===== config.mk =====
export PLATFORM = sky130hd
export DESIGN_NAME = insn_prefetch_buffer
export DESIGN_NICKNAME = d
export VERILOG_FILES = /design/src/rtl/insn_prefetch_buffer.sv
export SDC_FILE = /design/constraint.sdc
export NUM_CORES = 1
export LEC_CHECK = 0
export CAP_MARGIN = 15
export CORE_ASPECT_RATIO = 1.2
export CORE_UTILIZATION = 25
export DETAILED_ROUTE_END_ITERATION = 10
export PLACE_DENSITY = 0.55
export SLEW_MARGIN = 5
export SYNTH_ARGS = -nofsm -noshare
export SYNTH_HDL_FRONTEND = slang
export SYNTH_SLANG_ARGS = --single-unit

===== constraint.sdc =====
create_clock -name clk_i -period 3.32 [get_ports clk_i]
set_input_delay 0.498 -clock clk_i [delete_from_list [all_inputs] [get_ports clk_i]]
set_output_delay 0.498 -clock clk_i [all_outputs]
set_load 0.02 [all_outputs]

===== src/rtl/insn_prefetch_buffer.sv =====
`default_nettype none
// =============================================================================
// Module   : insn_prefetch_buffer
// Brief    : OBI instruction prefetcher with in-order response FIFO and
//            redirect discard. Define INSN_PREFETCH_ERR_EN for per-word bus errors.
// Revision : 1.0
// =============================================================================
module insn_prefetch_buffer #(
   parameter int DEPTH           = 4,
   parameter int MAX_OUTSTANDING = 2
) (
   input  logic        clk_i,
   input  logic        rst_n_i,
   input  logic [29:0] boot_addr_i,
   input  logic        branch_i,
   input  logic [31:0] branch_addr_i,
   output logic        fetch_valid_o,
   input  logic        fetch_ready_i,
   output logic [31:0] fetch_rdata_o,
   output logic [31:0] fetch_addr_o,
`ifdef INSN_PREFETCH_ERR_EN
   output logic        fetch_err_o,
`endif
   output logic        busy_o,
   output logic        obi_req_o,
   input  logic        obi_gnt_i,
   output logic [31:0] obi_addr_o,
   output logic        obi_we_o,
   output logic [3:0]  obi_be_o,
   output logic [31:0] obi_wdata_o,
   input  logic        obi_rvalid_i,
`ifdef INSN_PREFETCH_ERR_EN
   input  logic        obi_err_i,
`endif
   output logic        obi_rready_o,
   input  logic [31:0] obi_rdata_i
);

   localparam int c_PTR_W = $clog2(DEPTH);
   localparam int c_CNT_W = $clog2(DEPTH + 1);
   localparam int c_OUT_W = $clog2(MAX_OUTSTANDING + 1);
   localparam int c_AQ_W  = (MAX_OUTSTANDING > 1) ? $clog2(MAX_OUTSTANDING) : 1;
   localparam logic [c_AQ_W-1:0] c_AQ_LAST = c_AQ_W'(MAX_OUTSTANDING - 1);

   localparam logic [1:0] c_ST_IDLE  = 2'd0;
   localparam logic [1:0] c_ST_RUN   = 2'd1;
   localparam logic [1:0] c_ST_REDIR = 2'd2;

   logic [1:0]         r_state;
   logic [1:0]         w_state_nxt;
   logic               w_active;
   logic               w_stale;
   logic               w_room;
   logic               w_accept;
   logic               w_stall;
   logic               w_push;
   logic               w_pop;
   logic [29:0]        r_fetch_addr;
   logic [29:0]        r_redir_addr;
   logic [c_OUT_W-1:0] r_outstanding;
   logic [c_OUT_W-1:0] w_out_nxt;
   logic [c_OUT_W-1:0] r_discard;
   logic [c_OUT_W-1:0] w_disc_nxt;
   logic [29:0]        r_aq [MAX_OUTSTANDING];
   logic [c_AQ_W-1:0]  r_aq_wr;
   logic [c_AQ_W-1:0]  r_aq_rd;
   logic [31:0]        r_data [DEPTH];
   logic [29:0]        r_addr [DEPTH];
   logic [c_PTR_W-1:0] r_wr;
   logic [c_PTR_W-1:0] r_rd;
   logic [c_CNT_W-1:0] r_count;
   logic [c_CNT_W-1:0] w_count_nxt;
   logic               w_unused;

   assign w_unused = ^branch_addr_i[1:0];

   // Reserving a FIFO slot per outstanding request lets rready stay high.
   assign w_room = (32'(r_outstanding) < 32'(MAX_OUTSTANDING)) &&
                   ((32'(r_count) + 32'(r_outstanding)) < 32'(DEPTH));

   assign w_accept = obi_req_o && obi_gnt_i;
   assign w_stall  = obi_req_o && !obi_gnt_i;
   assign w_push   = obi_rvalid_i && (r_discard == '0) && !branch_i;
   assign w_pop    = fetch_valid_o && fetch_ready_i && !branch_i;

   // ---------------------------------------------------------------------------
   // Control FSM: IDLE loads the boot address, REDIR holds a stale request.
   // ---------------------------------------------------------------------------
   always_ff @(posedge clk_i or negedge rst_n_i) begin
      if (!rst_n_i) begin
         r_state <= c_ST_IDLE;
      end else begin
         r_state <= w_state_nxt;
      end
   end

   always_comb begin
      w_state_nxt = r_state;
      case (r_state)
         c_ST_IDLE:  w_state_nxt = c_ST_RUN;
         c_ST_RUN:   if (branch_i && w_stall) w_state_nxt = c_ST_REDIR;
         c_ST_REDIR: if (w_accept) w_state_nxt = c_ST_RUN;
         default:    w_state_nxt = c_ST_IDLE;
      endcase
   end

   // The issue condition only relaxes while a request waits, so req never drops.
   always_comb begin
      w_active  = (r_state != c_ST_IDLE);
      w_stale   = (r_state == c_ST_REDIR);
      obi_req_o = w_active && w_room;
   end

   // ---------------------------------------------------------------------------
   // Fetch address and redirect target
   // ---------------------------------------------------------------------------
   always_ff @(posedge clk_i or negedge rst_n_i) begin
      if (!rst_n_i) begin
         r_fetch_addr <= '0;
         r_redir_addr <= '0;
      end else if (!w_active) begin
         r_fetch_addr <= boot_addr_i;
      end else if (branch_i && w_stall) begin
         r_redir_addr <= branch_addr_i[31:2];
      end else if (branch_i) begin
         r_fetch_addr <= branch_addr_i[31:2];
      end else if (w_accept) begin
         r_fetch_addr <= w_stale ? r_redir_addr : r_fetch_addr + 30'd1;
      end
   end

   // ---------------------------------------------------------------------------
   // Outstanding and discard accounting
   // ---------------------------------------------------------------------------
   always_comb begin
      w_out_nxt = r_outstanding;
      if (w_accept && !obi_rvalid_i) begin
         w_out_nxt = r_outstanding + c_OUT_W'(1);
      end else if (!w_accept && obi_rvalid_i) begin
         w_out_nxt = r_outstanding - c_OUT_W'(1);
      end
   end

   // On redirect every transaction still in flight afterwards is stale.
   always_comb begin
      w_disc_nxt = r_discard;
      if (branch_i) begin
         w_disc_nxt = w_out_nxt;
      end else begin
         if (obi_rvalid_i && (r_discard != '0)) w_disc_nxt = w_disc_nxt - c_OUT_W'(1);
         if (w_accept && w_stale)               w_disc_nxt = w_disc_nxt + c_OUT_W'(1);
      end
   end

   always_ff @(posedge clk_i or negedge rst_n_i) begin
      if (!rst_n_i) begin
         r_outstanding <= '0;
         r_discard     <= '0;
      end else begin
         r_outstanding <= w_out_nxt;
         r_discard     <= w_disc_nxt;
      end
   end

   // ---------------------------------------------------------------------------
   // In-flight address queue, popped by every response including dropped ones
   // ---------------------------------------------------------------------------
   always_ff @(posedge clk_i or negedge rst_n_i) begin
      if (!rst_n_i) begin
         r_aq_wr <= '0;
         r_aq_rd <= '0;
      end else begin
         if (w_accept)     r_aq_wr <= (r_aq_wr == c_AQ_LAST) ? '0 : r_aq_wr + c_AQ_W'(1);
         if (obi_rvalid_i) r_aq_rd <= (r_aq_rd == c_AQ_LAST) ? '0 : r_aq_rd + c_AQ_W'(1);
      end
   end

   always_ff @(posedge clk_i) begin
      if (w_accept) r_aq[r_aq_wr] <= r_fetch_addr;
   end

   // ---------------------------------------------------------------------------
   // Response FIFO
   // ---------------------------------------------------------------------------
   always_comb begin
      w_count_nxt = r_count;
      if (branch_i) begin
         w_count_nxt = '0;
      end else if (w_push && !w_pop) begin
         w_count_nxt = r_count + c_CNT_W'(1);
      end else if (!w_push && w_pop) begin
         w_count_nxt = r_count - c_CNT_W'(1);
      end
   end

   always_ff @(posedge clk_i or negedge rst_n_i) begin
      if (!rst_n_i) begin
         r_wr    <= '0;
         r_rd    <= '0;
         r_count <= '0;
      end else begin
         r_count <= w_count_nxt;
         if (branch_i) begin
            r_wr <= '0;
            r_rd <= '0;
         end else begin
            if (w_push) r_wr <= r_wr + c_PTR_W'(1);
            if (w_pop)  r_rd <= r_rd + c_PTR_W'(1);
         end
      end
   end

   always_ff @(posedge clk_i) begin
      if (w_push) begin
         r_data[r_wr] <= obi_rdata_i;
         r_addr[r_wr] <= r_aq[r_aq_rd];
      end
   end

`ifdef INSN_PREFETCH_ERR_EN
   logic r_err [DEPTH];

   always_ff @(posedge clk_i) begin
      if (w_push) r_err[r_wr] <= obi_err_i;
   end

   assign fetch_err_o = fetch_valid_o && r_err[r_rd];
`endif

   assign fetch_valid_o = (r_count != '0);
   assign fetch_rdata_o = r_data[r_rd];
   assign fetch_addr_o  = {r_addr[r_rd], 2'b00};
   assign busy_o        = (r_outstanding != '0) || (r_discard != '0);

   assign obi_addr_o   = {r_fetch_addr, 2'b00};
   assign obi_we_o     = 1'b0;
   assign obi_be_o     = 4'b1111;
   assign obi_wdata_o  = 32'h0;
   assign obi_rready_o = 1'b1;

endmodule
`default_nettype wire


# Word-level counts from Yosys, hierarchy flattened

Memory sizes are Yosys's and may differ from the RTL's.
Cells that the tools add are included.

Logic and storage cells: 94
Input bits: 100
Flip-flop bits (word level): 75
Memory bits (writable): 308
Output and inout bits: 137
Memories kept: 3

Memory list:

| name   | depth | bits a word | read ports | clocked after memory_dff | write ports | RTL line | text |
|---|---|---|---|---|---|---|---|
| r_data | 4     | 32          | 1          | 0                        | 1           | 67       | `logic [31:0] r_data [DEPTH];` |
| r_addr | 4     | 30          | 1          | 0                        | 1           | 68       | `logic [29:0] r_addr [DEPTH];` |
| r_aq   | 2     | 30          | 1          | 0                        | 1           | 64       | `logic [29:0] r_aq [MAX_OUTSTANDING];` |

Reduce and logical (&&, ||, !) cells: 34
Add/sub/neg operators: 12
$lt $le $gt $ge: 2
Multiplexer cells: 27
Eq/ne operators: 6

Operators by type and width:

| kind                    | count |
|---|---|
| $mux W30                | 5 |
| $add A30 B1 Y30 const B | 1 |
| $mux W2                 | 12 |
| $logic_and A1 B1 Y1     | 15 |
| $reduce_bool A2 Y1      | 5 |
| $mux W3                 | 3 |
| $add A2 B1 Y2 const B   | 4 |
| $logic_not A1 Y1        | 6 |
| $mux W1                 | 6 |
| $pmux W2 S3             | 1 |
| $reduce_and A2 Y1       | 3 |
| $reduce_bool A3 Y1      | 2 |
| $add A3 B2 Y4           | 1 |
| $logic_not A2 Y1        | 2 |
| $lt A4 B3 Y1 const B    | 1 |
| $ne A2 B2 Y1 const B    | 2 |
| $sub A2 B1 Y2 const B   | 2 |
| $add A3 B1 Y3 const B   | 1 |
| $ne A3 B2 Y1 const B    | 1 |
| $sub A3 B1 Y3 const B   | 1 |
| $add A1 B1 Y1 const B   | 2 |
| $eq A2 B1 Y1 const B    | 1 |
| $eq A2 B2 Y1 const B    | 1 |
| $lt A2 B2 Y1 const B    | 1 |
| other kinds (2)         | 2 |

# Depth between registers and ports, before layout

Word-level depth: 10
Gate-level depth with buffers: 9
Gate-level depth less buffers: 9

# Least setup slack after synthesis

OpenSTA, ideal clock, no wires.

Kind: input port to flip-flop
Start: in branch_i
End: mem r_addr[0][0], enable pin
Setup time: 427 ps
Required time: 2,893 ps
Buffers on the path: 3
Arrival time: 2,744 ps
Setup slack: 149 ps
Stages: 5
Cells stage by stage: clkbuf_1 clkbuf_1 buf_1 nor2_1 and2_1

Word-level cells in the longest chain between the ends: 4

RTL lines:

| what                          | RTL line | text |
|---|---|---|
| start, declared               | 15       | `input logic branch_i,` |
| $logic_not A1 Y1              | 83       | `assign w_push = obi_rvalid_i && (r_discard == '0) && !branch_i;` |
| $logic_and A1 B1 Y1           | 83       |  |
| $mux W1                       | 214      | `if (w_push) begin` |
| $mux W1 (not written as such) | 216      | `r_addr[r_wr] <= r_aq[r_aq_rd];` |
| end, declared                 | 68       |  |

Every way passes these cells.

# Worst setup path after layout

Start: reg r_rd[1]
End: out fetch_addr_o[2]

Word-level cells in the longest chain between the ends: 1

RTL lines:

| what                   | RTL line | text |
|---|---|---|
| start, declared        | 70       | `logic [c_PTR_W-1:0] r_rd;` |
| start signal, assigned | 208      | `if (w_pop) r_rd <= r_rd + c_PTR_W'(1);` |
| $mem_v2 Z4 W30         | --       |  |
| end, declared          | 20       | `output logic [31:0] fetch_addr_o,` |

Every way passes these cells.

==> qor.yml <==
grt_pass1_vias: 9693
ir_drop_mv: 0.328
synth_edf_count: 308
cts_max_level: 2
insertion_delay_ps: 560
cp_cell_sequence: "buf_4 -> mux4_2 -> clkdlybuf4s50_1"
finalCritPeriodShare_pct: 91.4
route.detailed.drc: 24
synth_top_family_by_area: "multiplexers"
clkTransAtPathRegs_ps: 60
failed_checks: "design-rule violations"
worst_pin_slew_ps: 800
p_leak_uw: 0.00682
cts_tree: "yes"
core-area_sq_um: 63400
gp_congestion: 0.794
synthXorXnorAreaFrac_pct: 1.42
die_w_um: 233
ff2ff_path_depth: 8
yosysUniqueCellTypes: 63
synth_compound_area_share_pct: 5.87
cts_buffers: 44
dr.first_iter.drc_count: 516
clockRootBuffer: "clkbuf_16"
boundaryPins: 237
syn_area_sq_um: 16100
hp-class: "in -> reg"
finalSetupViolations: 0
rsz0062_at_grt: "false"
postSynthCellCount: 989
grt_max_degree: 55
crit_required_ps: 2820
n_antenna_cell: 0
synth_warnings: 0
grtUsageTotal_pct: 12.5
vias_per_cell: 4.47
slowest_stage: "dfrtp_4"
initial_core_util_pct: 25.3
max-cap-violations: 0
timing.setup.tns_ps: 0
die_h_um: 280
synthMuxAreaShare_pct: 13.2
wl_um: 40500
fin_hold_ws_ps: 417
drv_slew: 0
hold_viol_final: 0
synth-seq-cells: 383
dp_hpwl_um: 27500
syn_avg_cell_area_sq_um: 16.2
power.density_nw_per_um2: 864
cts_sinks: 383
fin_skew_ps: 16.0
crit_type: "reg -> out"
numPortBuffers: 192
async_reset_ff_share_pct: 19.6
overflow: 0
antenna_found_initial: 0
first_pass_iters: 8
num_rows: 101
path_max_fanout: 19
ctsResizeCount: 0
fin_nets: 1318
dr_total_vias: 9253
routedWlPerCell_um: 19.6
ant_nets: 0
yosysSeqAreaShare_pct: 69.2
fin_crit_ps: 3040
die-area_sq_um: 65300
synthFlopType: "edfxtp_1"
grt_first_pass_wirelength_um: 60900
n_fill_cell: 6189
cts_buffer_depth: 3
cp-end-kind: "primary output"
max_freq_mhz: 329
status: "complete, but fails checks"
synth_fa_ha_area_share_pct: 0.748
synthSimpleGateAreaFrac_pct: 5.83
hold_depth: 3
slew_headroom_pct: 46.7
drive_gt1_share_pct: 19.5
startpoint_type: "flop"
worstPathArrival_ps: 2540
crit_path_max_incr_delay_ps: 620
area_delta_synth_final_pct: 27.4
## repair_timing
item / 4_1_cts / 5_1_grt
endpoints found under the hold margin: 2 / 0
setup buffers: 0 / 0
hold buffers: 1 / 0
setup endpoints to repair: 0 / 0
## critical path, delay by kind of cell, from the launching register on
kind	cells	cell delay (ps)
flops	1	620
buf+inv	2	950
mux	1	380
## logic make-up (layout without fill, tap and decap cells)
| family | after synthesis | after routing |
|---|---|---|
| other cells | 2 | 42 |
| xor+xnor | 26 | 26 |
| mux | 126 | 126 |
| flops | 383 | 383 |
| fa+ha+maj | 9 | 9 |
| buf+inv | 109 | 324 |
| compound gates | 144 | 144 |
| simple gates | 190 | 190 |
## cells in the mapped netlist, types with 3 or more instances
cell type,count,area share [%]
a221oi_1,3,0.16
or3_1,8,0.31
nor2b_1,3,0.12
buf_2,14,0.44
ha_1,8,0.62
and2_1,8,0.31
a21boi_0,7,0.33
nand4_1,10,0.39
a211oi_1,6,0.28
xnor2_1,18,0.98
dfrtp_1,75,12
o221ai_1,3,0.16
clkbuf_1,30,0.70
nor3_1,11,0.34
xor2_1,8,0.44
edfxtp_1,308,58
o22ai_1,5,0.19
o211ai_1,8,0.37
mux4_2,62,8.7
a222oi_1,3,0.19
mux2i_1,3,0.19
o21ai_0,30,0.93
mux2_2,60,4.2
nand3_1,20,0.62
nand2b_1,8,0.31
a21oi_1,48,1.5
nor2_1,51,1.2
buf_4,44,2.1
a22oi_1,4,0.19
a22o_1,5,0.27
and3_1,3,0.12
inv_1,13,0.30
buf_1,7,0.16
nand2_1,51,1.2
and4_1,4,0.22
nor4_1,5,0.19
## power breakdown
| group | leakage, uW | switching [uW] | internal (uW) |
|---|---|---|---|
| Clock | 0.000684 | 1980 | 2730 |
| Sequential | 0.00367 | 743 | 6310 |
| Combinational | 0.00246 | 3210 | 2720 |
| Total | 0.00682 | 5930 | 11800 |
## final timing paths
kind / from / slack [ps] / endpoint
worst max register to register: r_outstanding[1] / 830 / r_fetch_addr[5]
max in group asynchronous: rst_n_i / 2030 / r_redir_addr[25]
worst min register to register: r_redir_addr[23] / 500 / r_redir_addr[23]
min in group asynchronous: rst_n_i / 540 / r_redir_addr[4]
worst min-delay path: branch_i / 420 / r_fetch_addr[11]
worst max-delay path: r_rd[1] / 280 / fetch_addr_o[2]
## cell type report
class / instances / area [sq um] / share of cell area [%]
flip-flops and latches: 383 / 11100 / 54.4
multi-input cells: 537 / 4520 / 22.1
repair buffers: 230 / 2340 / 11.4
clock buffers: 50 / 1140 / 5.59
well taps: 824 / 1030 / 5.04
clock inverters: 31 / 253 / 1.23
inverters: 13 / 48.8 / 0.238
## sequential cells by signal, indices dropped and copies added (netlist names)
name / cells
r_fetch_addr: 30
r_aq_rd: 1
r_aq_wr: 1
r_aq: 60
r_rd: 2
r_redir_addr: 30
r_addr: 120
r_data: 128
r_count: 3
r_wr: 2
r_discard: 2
r_state: 2
r_outstanding: 2
## per-layer routing
layer | track usage [%] | vias up | wire [um]
met1 | 16.0 | 4680 | 17300
li1 | - | 4212 | -
met5 | 0 | - | 0
met4 | 4.88 | 0 | 1320
met2 | 20.6 | 284 | 19700
met3 | 2.49 | 77 | 2220
## layout by cell type, fill, tap and decap left out, types with 6 or more instances in the layout
cell             Yosys  final
edfxtp_1           308    308
clkdlybuf4s50_1      0    190
dfrtp_1             75     73
mux4_2              62     62
mux2_2              60     60
nand2_1             51     51
nor2_1              51     50
a21oi_1             48     48
clkbuf_16            0     45
conb_1               2     42
o21ai_0             30     30
buf_4               44     27
nand3_1             20     20
xnor2_1             18     18
inv_1               13     13
nor3_1              11     11
buf_12               0     11
nand4_1             10     10
clkinv_1             0      9
clkinv_2             0      9
nand2b_1             8      8
or3_1                8      8
xor2_1               8      8
o211ai_1             8      8
ha_1                 8      8
a21boi_0             7      7
a211oi_1             6      6
inv_6                0      6
## stage by stage
step	instances	util [%]	area, sq um	worst slack (ps)	total power, uW
final	2068	32.3	20500	284	17700
after global routing	2068	32.3	20500	171	18700
after CTS	2068	32.3	20500	189	18000
after detailed placement	1986	30.1	19100	792	13200
after global placement	1986	30.1	19100	787	13100
after floorplan	1029	-	16200	149	10600
Power figures use the tool's default switching activity.
